--- src/rtl/dma_bytelane_master_pkg.sv ---
// Shared types for the byte-lane DMA master: FSM states, chunk descriptor,
// and the lane-routing helper used by the write stage.
package dma_pkg;

    localparam int unsigned DMA_ADDR_W_DEF = 15;
    localparam int unsigned DMA_LEN_W_DEF  = 16;

    typedef enum logic [1:0] {
        IDLE  = 2'd0,
        RUN   = 2'd1,
        DRAIN = 2'd2
    } dma_state_t;

    // lane_mask: lanes read for this chunk (bit0 = even, bit1 = odd).
    // swap: a single byte read on one lane is written on the other lane.
    typedef struct packed {
        logic [1:0] lane_mask;
        logic       swap;
    } dma_chunk_t;

    // Lanes that receive write strobes for a chunk.
    function automatic logic [1:0] write_lanes(input dma_chunk_t c);
        return c.swap ? {c.lane_mask[0], c.lane_mask[1]} : c.lane_mask;
    endfunction

endpackage

--- src/rtl/dma_bytelane_master_if.sv ---
// Split even/odd byte-lane bus. The DMA master drives addresses and writes;
// the memory/IO side returns registered read data one cycle after the address.
interface dma_bytelane_master_if #(
    parameter int unsigned ADDR_W = 15
);
    logic [ADDR_W-1:0] read_addr_even;
    logic [ADDR_W-1:0] read_addr_odd;
    logic [7:0]        read_data_even;
    logic [7:0]        read_data_odd;
    logic [ADDR_W-1:0] write_addr_even;
    logic [7:0]        write_data_even;
    logic              write_en_even;
    logic [ADDR_W-1:0] write_addr_odd;
    logic [7:0]        write_data_odd;
    logic              write_en_odd;

    modport master (
        output read_addr_even, read_addr_odd,
        input  read_data_even, read_data_odd,
        output write_addr_even, write_data_even, write_en_even,
        output write_addr_odd, write_data_odd, write_en_odd
    );

    modport slave (
        input  read_addr_even, read_addr_odd,
        output read_data_even, read_data_odd,
        input  write_addr_even, write_data_even, write_en_even,
        input  write_addr_odd, write_data_odd, write_en_odd
    );
endinterface

--- src/rtl/dma_bytelane_master_chunk_planner.sv ---
// Combinational chunk planner: picks a two-byte pair when both addresses are
// word aligned, at least two bytes remain and the destination increments;
// otherwise a single byte on the source lane, routed to the destination lane.
module dma_chunk_planner
    import dma_pkg::*;
#(
    parameter int unsigned LEN_W = 16
) (
    input  logic             src_lsb,
    input  logic             dst_lsb,
    input  logic [LEN_W-1:0] rem,
    input  logic             dst_fixed,
    output dma_chunk_t       chunk,
    output logic [1:0]       size
);

    // Pair vs single-byte decision and lane routing
    always_comb begin
        chunk = '0;
        size  = 2'd1;
        if (!src_lsb && !dst_lsb && (rem[LEN_W-1:1] != '0) && !dst_fixed) begin
            chunk.lane_mask = 2'b11;
            chunk.swap      = 1'b0;
            size            = 2'd2;
        end else begin
            chunk.lane_mask = src_lsb ? 2'b10 : 2'b01;
            chunk.swap      = src_lsb ^ dst_lsb;
        end
    end

endmodule

--- src/rtl/dma_bytelane_master.sv ---
// Block-copy initiator on the split even/odd byte-lane bus.
// Pipeline: issue (read address) -> data (responder registers the byte)
// -> write (registered write strobes). One chunk per cycle.
module dma_bytelane_master
    import dma_pkg::*;
#(
    parameter int unsigned ADDR_W = 15,
    parameter int unsigned LEN_W  = 16
) (
    input  logic                  clk,
    input  logic                  reset,
    input  logic                  start,
    input  logic                  abort,
    input  logic [ADDR_W:0]       src,
    input  logic [ADDR_W:0]       dst,
    input  logic [LEN_W-1:0]      len,
    input  logic                  dst_fixed,
    dma_bytelane_master_if.master bus,
    output logic                  busy,
    output logic                  done
);

    localparam int unsigned BA_W = ADDR_W + 1;

    dma_state_t        state, next_state;
    logic [BA_W-1:0]   src_r, dst_r;
    logic [LEN_W-1:0]  rem_r;
    logic              fixed_r;

    logic [BA_W-1:0]   cur_src, cur_dst;
    logic [LEN_W-1:0]  cur_rem;
    logic              cur_fixed;
    dma_chunk_t        p_chunk;
    logic [1:0]        p_size;

    logic              accept, issue, done_next, busy_next;

    logic              rd_v;
    dma_chunk_t        rd_chunk;
    logic [ADDR_W-1:0] rd_waddr;
    logic              dv;
    dma_chunk_t        d_chunk;
    logic [ADDR_W-1:0] d_waddr;
    logic [1:0]        d_wlanes;

    logic [ADDR_W-1:0] ra_even, ra_odd, wa_even, wa_odd;
    logic [7:0]        wd_even, wd_odd;
    logic              we_even, we_odd;

    // The first chunk is planned from the start inputs so its read address
    // is already on the bus in the first RUN cycle.
    always_comb begin
        cur_src   = src_r;
        cur_dst   = dst_r;
        cur_rem   = rem_r;
        cur_fixed = fixed_r;
        if (state == IDLE) begin
            cur_src   = src;
            cur_dst   = dst;
            cur_rem   = len;
            cur_fixed = dst_fixed;
        end
    end

    dma_chunk_planner #(.LEN_W(LEN_W)) u_planner (
        .src_lsb   (cur_src[0]),
        .dst_lsb   (cur_dst[0]),
        .rem       (cur_rem),
        .dst_fixed (cur_fixed),
        .chunk     (p_chunk),
        .size      (p_size)
    );

    // Next-state, issue and completion decode
    always_comb begin
        next_state = state;
        accept     = (state == IDLE) && start && !abort && (len != '0);
        issue      = accept || ((state == RUN) && !abort && (rem_r != '0));
        done_next  = 1'b0;
        case (state)
            IDLE: begin
                if (accept) next_state = RUN;
                done_next = start && !abort && (len == '0);
            end
            RUN: begin
                if (abort)              next_state = IDLE;
                else if (rem_r == '0)   next_state = DRAIN;
            end
            DRAIN: begin
                if (abort) begin
                    next_state = IDLE;
                end else if (!rd_v && !dv) begin
                    next_state = IDLE;
                    done_next  = 1'b1;
                end
            end
            default: next_state = IDLE;
        endcase
        busy_next = (next_state != IDLE);
    end

    // FSM state and registered status outputs
    always_ff @(posedge clk or negedge reset) begin
        if (!reset) begin
            state <= IDLE;
            busy  <= 1'b0;
            done  <= 1'b0;
        end else begin
            state <= next_state;
            busy  <= busy_next;
            done  <= done_next;
        end
    end

    // Issue stage: drive read addresses and advance the byte counters
    always_ff @(posedge clk or negedge reset) begin
        if (!reset) begin
            src_r    <= '0;
            dst_r    <= '0;
            rem_r    <= '0;
            fixed_r  <= 1'b0;
            ra_even  <= '0;
            ra_odd   <= '0;
            rd_v     <= 1'b0;
            rd_chunk <= '0;
            rd_waddr <= '0;
        end else begin
            rd_v <= issue;
            if (issue) begin
                if (p_chunk.lane_mask[0]) ra_even <= cur_src[ADDR_W:1];
                if (p_chunk.lane_mask[1]) ra_odd  <= cur_src[ADDR_W:1];
                src_r    <= cur_src + BA_W'(p_size);
                dst_r    <= cur_fixed ? cur_dst : cur_dst + BA_W'(p_size);
                rem_r    <= cur_rem - LEN_W'(p_size);
                fixed_r  <= cur_fixed;
                rd_chunk <= p_chunk;
                rd_waddr <= cur_dst[ADDR_W:1];
            end
        end
    end

    always_comb d_wlanes = write_lanes(d_chunk);

    // Data and write stages: capture returned bytes into the write registers
    always_ff @(posedge clk or negedge reset) begin
        if (!reset) begin
            dv      <= 1'b0;
            d_chunk <= '0;
            d_waddr <= '0;
            wa_even <= '0;
            wa_odd  <= '0;
            wd_even <= '0;
            wd_odd  <= '0;
            we_even <= 1'b0;
            we_odd  <= 1'b0;
        end else begin
            dv      <= rd_v && !abort;
            d_chunk <= rd_chunk;
            d_waddr <= rd_waddr;
            we_even <= 1'b0;
            we_odd  <= 1'b0;
            wd_even <= '0;
            wd_odd  <= '0;
            if (dv && !abort) begin
                if (d_wlanes[0]) begin
                    we_even <= 1'b1;
                    wa_even <= d_waddr;
                    wd_even <= d_chunk.swap ? bus.read_data_odd : bus.read_data_even;
                end
                if (d_wlanes[1]) begin
                    we_odd <= 1'b1;
                    wa_odd <= d_waddr;
                    wd_odd <= d_chunk.swap ? bus.read_data_even : bus.read_data_odd;
                end
            end
        end
    end

    assign bus.read_addr_even  = ra_even;
    assign bus.read_addr_odd   = ra_odd;
    assign bus.write_addr_even = wa_even;
    assign bus.write_data_even = wd_even;
    assign bus.write_en_even   = we_even;
    assign bus.write_addr_odd  = wa_odd;
    assign bus.write_data_odd  = wd_odd;
    assign bus.write_en_odd    = we_odd;

endmodule

--- src/flat_wrapper.sv ---
// flat-port wrapper written by rule: the top's interface ports become plain ports
module dma_bytelane_master_flat import dma_pkg::*;
#(
    parameter int unsigned ADDR_W = 15,
    parameter int unsigned LEN_W  = 16
)
  (clk, reset, start, abort, src, dst, len, dst_fixed, busy, done, bus_read_addr_even, bus_read_addr_odd, bus_read_data_even, bus_read_data_odd, bus_write_addr_even, bus_write_data_even, bus_write_en_even, bus_write_addr_odd, bus_write_data_odd, bus_write_en_odd);
  dma_bytelane_master_if #(.ADDR_W(ADDR_W)) bus_i ();
  input  logic clk;
  input  logic reset;
  input  logic start;
  input  logic abort;
  input  logic [ADDR_W:0] src;
  input  logic [ADDR_W:0] dst;
  input  logic [LEN_W-1:0] len;
  input  logic dst_fixed;
  output logic busy;
  output logic done;
  output wire logic [$bits(bus_i.read_addr_even)-1:0] bus_read_addr_even;
  output wire logic [$bits(bus_i.read_addr_odd)-1:0] bus_read_addr_odd;
  input wire logic [$bits(bus_i.read_data_even)-1:0] bus_read_data_even;
  input wire logic [$bits(bus_i.read_data_odd)-1:0] bus_read_data_odd;
  output wire logic [$bits(bus_i.write_addr_even)-1:0] bus_write_addr_even;
  output wire logic [$bits(bus_i.write_data_even)-1:0] bus_write_data_even;
  output wire logic [$bits(bus_i.write_en_even)-1:0] bus_write_en_even;
  output wire logic [$bits(bus_i.write_addr_odd)-1:0] bus_write_addr_odd;
  output wire logic [$bits(bus_i.write_data_odd)-1:0] bus_write_data_odd;
  output wire logic [$bits(bus_i.write_en_odd)-1:0] bus_write_en_odd;
  assign bus_read_addr_even = bus_i.read_addr_even;
  assign bus_read_addr_odd = bus_i.read_addr_odd;
  assign bus_i.read_data_even = bus_read_data_even;
  assign bus_i.read_data_odd = bus_read_data_odd;
  assign bus_write_addr_even = bus_i.write_addr_even;
  assign bus_write_data_even = bus_i.write_data_even;
  assign bus_write_en_even = bus_i.write_en_even;
  assign bus_write_addr_odd = bus_i.write_addr_odd;
  assign bus_write_data_odd = bus_i.write_data_odd;
  assign bus_write_en_odd = bus_i.write_en_odd;
  dma_bytelane_master #(.ADDR_W(ADDR_W), .LEN_W(LEN_W)) u_core (.clk(clk), .reset(reset), .start(start), .abort(abort), .src(src), .dst(dst), .len(len), .dst_fixed(dst_fixed), .bus(bus_i), .busy(busy), .done(done));
endmodule
--- config.mk ---
export PLATFORM = sky130hd
export DESIGN_NAME = dma_bytelane_master_flat
export DESIGN_NICKNAME = d
export VERILOG_FILES = /design/src/rtl/dma_bytelane_master_pkg.sv /design/src/rtl/dma_bytelane_master_if.sv /design/src/rtl/dma_bytelane_master_chunk_planner.sv /design/src/rtl/dma_bytelane_master.sv /design/src/flat_wrapper.sv
export SDC_FILE = /design/constraint.sdc
export NUM_CORES = 1
export LEC_CHECK = 0
export ABC_AREA = 1
export CAP_MARGIN = 30
export CORE_MARGIN = 2
export CORE_UTILIZATION = 54
export CTS_CLUSTER_DIAMETER = 120
export DETAILED_ROUTE_END_ITERATION = 8
export HOLD_SLACK_MARGIN = 0.1
export PLACE_DENSITY = 0.81
export REMOVE_ABC_BUFFERS = 1
export SYNTH_ARGS = -nofsm -noshare
export SYNTH_HDL_FRONTEND = slang
export SYNTH_SLANG_ARGS = --single-unit
--- constraint.sdc ---
create_clock -name clk -period 4.6 [get_ports clk]
set_clock_uncertainty 0.15 [all_clocks]
set_input_delay 0.92 -clock clk [delete_from_list [all_inputs] [get_ports clk]]
set_output_delay 0.92 -clock clk [all_outputs]
set_load 0.02 [all_outputs]
==> results of run 1 <==
==> cells in the mapped netlist (2+ instances only) <==
library cell / number
o21ai_0: 117
nand2_2: 31
nor2_2: 3
xor2_1: 3
buf_4: 4
clkinv_1: 2
nand2_1: 351
a31oi_1: 5
clkbuf_1: 15
fa_1: 3
o41ai_1: 2
buf_2: 12
or2_2: 7
buf_6: 12
o22ai_1: 4
a21oi_1: 23
o21ai_2: 16
buf_8: 2
nand3b_1: 3
nand4_1: 12
dfrtp_1: 169
nand3_1: 57
nor2_1: 88
inv_1: 113
nor2_4: 10
ha_1: 9
o21ai_1: 11
o21bai_1: 2
==> layout by cell type, fill, tap and decap left out, types with 7 or more instances in the layout <==
cell and n:
dfrtp_1 169, clkdlybuf4s50_1 147, nand2_1 350, ha_1 9, o21ai_0 117, clkbuf_16 17
o21ai_1 11, nor2_4 10, inv_1 113, a21oi_1 23, buf_4 8, or2_2 7
nand3_1 57, nand2_2 32, o21ai_2 16, nor2_1 88, nand4_1 12
==> cell families after synthesis <==
kind of cell / Yosys count / synth area share
XOR/XNOR: 3 / 0.00304
AO/OA/AOI/OAI: 182 / 0.115
multiplexers: 1 / 0.00116
buffers and inverters: 163 / 0.0890
adder cells (fa/ha/maj): 12 / 0.0199
AND/OR/NAND/NOR: 567 / 0.283
flip-flops: 169 / 0.489
==> worst min-delay path by stage <==
stage	startpoint	endpoint	slack [ns]
2_1_floorplan	u_core.rd_chunk[0]$_DFFE_PN0P_	u_core.d_chunk[0]$_DFF_PN0_	0.20
3_3_place_gp	u_core.rd_chunk[1]$_DFFE_PN0P_	u_core.d_chunk[1]$_DFF_PN0_	0.21
3_5_place_dp	u_core.rd_chunk[2]$_DFFE_PN0P_	u_core.d_chunk[2]$_DFF_PN0_	0.21
4_1_cts	u_core.rd_chunk[2]$_DFFE_PN0P_	u_core.d_chunk[2]$_DFF_PN0_	0.22
5_1_grt	u_core.rd_waddr[14]$_DFFE_PN0P_	u_core.d_waddr[14]$_DFF_PN0_	0.23
6_report	u_core.rd_chunk[2]$_DFFE_PN0P_	u_core.d_chunk[2]$_DFF_PN0_	0.22
==> power by group <==
part | internal, uW | total [uW] | switching [uW]
Sequential | 1960 | 2250 | 289
Clock | 981 | 1570 | 589
Combinational | 832 | 1990 | 1160
Total | 3770 | 5810 | 2030
==> worst max-delay path, stage by stage, from the launching register on <==
cell and delay (ns):
dfrtp_1 0.45, inv_1 0.11, nand2_2 0.50, or2_2 0.23, o21a_1 0.16, inv_1 0.06
ha_1 0.18, inv_1 0.07, nor2_1 0.05, nand2_2 0.21, ha_1 0.21, inv_1 0.05
fa_1 0.39, nand3b_1 0.24, nor2_1 0.37, nand4_1 0.15, nand3_1 0.11, o21ai_0 0.10
==> through the flow <==
step                      worst slack, ns  instances
after floorplan                     0.348       1050
after global placement              0.521       1425
after detailed placement            0.434       1425
after CTS                           0.728       1457
after global routing                0.268       1457
final                               0.673       1457
==> layer usage <==
layer,vias to the layer above,routed length [um],global-route usage
met2,229,9630,0.404
li1,3741,-,-
met5,-,0,0
met1,3463,9220,0.335
met4,0,318,0.0651
met3,27,1150,0.0509
==> area by class of cell <==
class / count / area [sq um]
fill: 1324 / 4920
sequential: 169 / 4230
multi-input combinational: 765 / 3660
timing repair buffer: 159 / 1600
clock buffer: 22 / 494
inverter: 116 / 435
tap: 216 / 270
clock inverter: 10 / 161
==> reports/results.tsv, run 1 <==
metric	value	unit
crit_start	u_core.state[0]$_DFF_PN0_	
hold_violations	0	
rsz0062_at_grt	no	
final_max_slew_viol_count	0	
die_area	0.0171	sq mm
min_path_cells	0	
syn_area	0.00866	sq mm
grt_max_degree	99	
synthDistinctLibCells	39	
reg2reg_setup_slack	0.67	ns
fp.dieW	131	um
clkSinkCount	169	
ioPinCount	149	
worstPathMaxFanout	30	
reg_top3	u_core.dst_r (16), u_core.rem_r (16), u_core.src_r (16)	
wire_per_inst	13.9	um
synth-main-ff-cell	dfrtp_1	
clk_pin_slew	0.06	ns
place_congestion	0.885	
ir_worst_vdd	0.283	mV
vias	7460	
final_core_util	0.688	
rr_worst_depth	17	
outcome	finished clean	
ys.warnings.count	0	
cts_resized	0	
postCtsHoldBufs	0	
dr.pass1.iters	8	
rr_startpoint	u_core.state[0]$_DFF_PN0_	
total_power	5810	uW
post_cts_buffers	0	
tns	0	ns
clk_latency	0.44	ns
root_buffer	clkbuf_16	
cp_data_required_time	4.74	ns
dp_hpwl	14.0	mm
endpoint	u_core.src_r[10]$_DFFE_PN0P_	
fmax	255	MHz
tritoncts.num_buffers	17	
critPathArrivalTime	4.07	ns
nets	1309	
row_count	46	
viasPerCell	5.12	
cts_tree	yes	
r2r_end	u_core.src_r[10]$_DFFE_PN0P_	
p_leak	0.00525	uW
grt_pass1_vias	6984	
io_buffers	148	
fin_area	0.0109	sq mm
min_period	3.93	ns
overflow	0	
track_usage	0.246	
cp-start-kind	flop	
area_growth	25.4	%
pwr_density_cell	535	mW/mm^2
yosys.area.top_type_share	0.489	
routed_wl	20.3	mm
postSynthAreaPerCell	7.89	sq um
synth_edf_count	0	
synth_seq_cells	169	
initial_core_util	0.549	
drt_iter0_markers	631	
antenna_found_initial	0	
ant_nets	0	
synthCells	1097	
die_h	131	um
relSlewSlack	0.398	
ys_top_cells_by_area	dfrtp_1, nand2_1, o21ai_0, inv_1, nor2_1	
critPathCaptureType	flop	
seq_area_frac_synth	0.489	
clk_path_buf_depth	2	
tightest_slew	0.902	ns
htree_levels	4	
drc_errors	0	
diodes	0	
fin_crit_sh	0.854	
hold_path.class	reg2reg	
core_area	0.0158	sq mm
finalSetupViolations	0	
placed_area	0.0102	sq mm
whs	0.223	ns
synth_async_sr_flop_share	1.00	
drive_gt1_frac	0.0935	
grt_pass1_wl	33.2	mm
cap_viol_max_count	0	
path_class	reg2reg	
yosysTopAreaCell	dfrtp_1	
No activity file was read; power rests on OpenSTA's default activity.
==> inputs of run 2 (changes only) <==
--- a/config.mk
+++ b/config.mk
@@ -7,7 +7,6 @@
 export LEC_CHECK = 0
 export ABC_AREA = 1
 export CAP_MARGIN = 30
-export CORE_MARGIN = 2
 export CORE_UTILIZATION = 54
 export CTS_CLUSTER_DIAMETER = 120
 export DETAILED_ROUTE_END_ITERATION = 8
==> run 2 against run 1 <==
Final cell count is 0.27% lower. Via count is 0.32% higher. Count of clock-buffer cells in the layout is 1 lower. Critical path depth is 1 lower. Worst setup slack better by 0.026 ns. First-iteration DRC count is 1.1% lower. Register-to-register slack better by 0.03 ns. Largest power group unchanged. Highest routed layer unchanged.
==> reports/results.tsv, run 2 (synthesis gave the netlist of run 1 again) <==
metric	value	unit	change
relSlewSlack	0.584		+0.186
clk_path_buf_depth	2		unchanged
vias	7484		+0.32%
ir_worst_vdd	0.289	mV	+2.2%
tns	0	ns	unchanged
post_cts_buffers	0		unchanged
core_area	0.0154	sq mm	-2.2%
grt_max_degree	69		-30%
rr_startpoint	u_core.state[0]$_DFF_PN0_		
grt_pass1_vias	7039		+0.79%
r2r_end	u_core.src_r[10]$_DFFE_PN0P_		
diodes	0		unchanged
area_growth	24.6	%	
tritoncts.num_buffers	17		unchanged
endpoint	u_core.src_r[10]$_DFFE_PN0P_		
p_leak	0.00523	uW	-0.45%
die_area	0.0165	sq mm	-3.0%
nets	1311		+0.15%
dp_hpwl	13.8	mm	-1.6%
final.fill_count	1295		-2.2%
wire_per_inst	13.5	um	-2.9%
cts_resized	0		unchanged
die_h	129	um	-1.5%
path_class	reg2reg		
row_count	45		-2.2%
drive_gt1_frac	0.0918		-0.00169
clk_latency	0.42	ns	-0.02 ns
place_congestion	0.893		+0.88%
crit_start	u_core.state[0]$_DFF_PN0_		
routed_wl	19.7	mm	-3.2%
critPathArrivalTime	4.04	ns	-0.03 ns
root_buffer	clkbuf_16		
finalSetupViolations	0		unchanged
ioPinCount	149		unchanged
ant_nets	0		unchanged
rsz0062_at_grt	no		
viasPerCell	5.15		+0.60%
cp_slowest_stage_delay	0.45	ns	-0.05 ns
track_usage	0.254		+0.00786
critical_path.cell_chain	nor2_4, buf_12, nand2_1, o21ai_1, nand2_1, nor2_4, nand3_1, nand2_2, ha_1, inv_1, fa_1, nand3b_1, nor2_1, nand4_1, nand3_1, o21ai_0		
reg_top3	u_core.dst_r (16), u_core.rem_r (16), u_core.src_r (16)		
io_buffers	148		unchanged
tightest_slew	0.624	ns	-0.279 ns
min_period	3.90	ns	-0.0257 ns
fmax	256	MHz	+0.66%
final_cell_mix	nand2_1, dfrtp_1, clkdlybuf4s50_1		
outcome	finished clean		
final_max_slew_viol_count	0		unchanged
initial_core_util	0.561		+0.0122
hold_path.class	reg2reg		
cp-start-kind	flop		
grt_pass1_wl	32.9	mm	-0.67%
clkSinkCount	169		unchanged
rr_worst_depth	16		-1
cts_tree	yes		
hold_violations	0		unchanged
reg2reg_setup_slack	0.70	ns	+0.03 ns
htree_levels	4		unchanged
postCtsHoldBufs	0		unchanged
slowest_stage	dfrtp_1		
critPathCaptureType	flop		
total_power	5660	uW	-2.5%
pwr_density_cell	525	mW/mm^2	-1.9%
fin_crit_sh	0.848		-0.00558
drt_iter0_markers	624		-1.1%
final_common_cell	nand2_1		
overflow	0		unchanged
drc_errors	0		unchanged
antenna_found_initial	0		unchanged
dr.pass1.iters	5		-3
cp_data_required_time	4.74	ns	about the same
clk_pin_slew	0.06	ns	about the same
fp.dieW	129	um	-1.5%
worstPathMaxFanout	67		+120%
cap_viol_max_count	0		unchanged
==> run 2: cell types whose count changed in the layout (fill, tap and decap cells not counted), sizes merged <==
cell,delta
inv,+1
bufinv,-1
buf,+2
clkbuf,-1
clkinvlp,-2
clkinv,+2
==> run 2: critical path, delay by kind of cell, from the launching register on <==
kind,cells,cell delay (ns)
and+or+nand+nor,10,1.95
adders and majority gates,2,0.59
DFF,1,0.45
buffers and inverters,2,0.38
AOI/OAI and AO/OA,2,0.24
==> run 2: area by class of cell <==
cell class,instances,area (sq um),area share
Clock inverter,10,143,0.0132
Timing Repair Buffer,161,1610,0.149
Sequential cell,169,4230,0.392
Clock buffer,21,450,0.0418
Inverter,116,435,0.0404
Tap cell,211,264,0.0245
Multi-Input combinational cell,765,3660,0.339
==> run 2: routing by layer <==
layer  vias up  share of wire  GRT usage
met1      3485           0.45      0.340
li1       3745              -          -
met4         0          0.011     0.0789
met5         -              0          0
met2       231           0.48      0.419
met3        23          0.054     0.0474
==> run 2: worst min path at each step <==
stage                                    startpoint                           end  depth (start not counted)
floorplan            u_core.rd_chunk[0]$_DFFE_PN0P_   u_core.d_chunk[0]$_DFF_PN0_                          0
global placement     u_core.rd_chunk[1]$_DFFE_PN0P_   u_core.d_chunk[1]$_DFF_PN0_                          0
detailed placement   u_core.rd_waddr[9]$_DFFE_PN0P_   u_core.d_waddr[9]$_DFF_PN0_                          0
CTS                 u_core.rd_waddr[14]$_DFFE_PN0P_  u_core.d_waddr[14]$_DFF_PN0_                          0
global route         u_core.rd_chunk[1]$_DFFE_PN0P_   u_core.d_chunk[1]$_DFF_PN0_                          0
finish              u_core.rd_waddr[14]$_DFFE_PN0P_  u_core.d_waddr[14]$_DFF_PN0_                          0
==> run 2: power by group <==
group	internal, uW	switching [uW]	leakage [uW]
sequential	1960	277	0.00212
clock	869	575	0.000288
combinational	832	1150	0.00282
==> run 2: metrics by stage <==
step / worst slack (ns) / hold WS, ns / instance area [sq um] / util / cells
floorplan: 0.348 / 0.204 / 8320 / - / 1050
global placement: 0.533 / 0.210 / 10200 / 0.661 / 1422
detailed placement: 0.421 / 0.210 / 10200 / 0.661 / 1422
CTS: 0.691 / 0.227 / 10800 / 0.699 / 1453
global route: 0.435 / 0.238 / 10800 / 0.699 / 1453
finish: 0.699 / 0.226 / 10800 / 0.699 / 1453
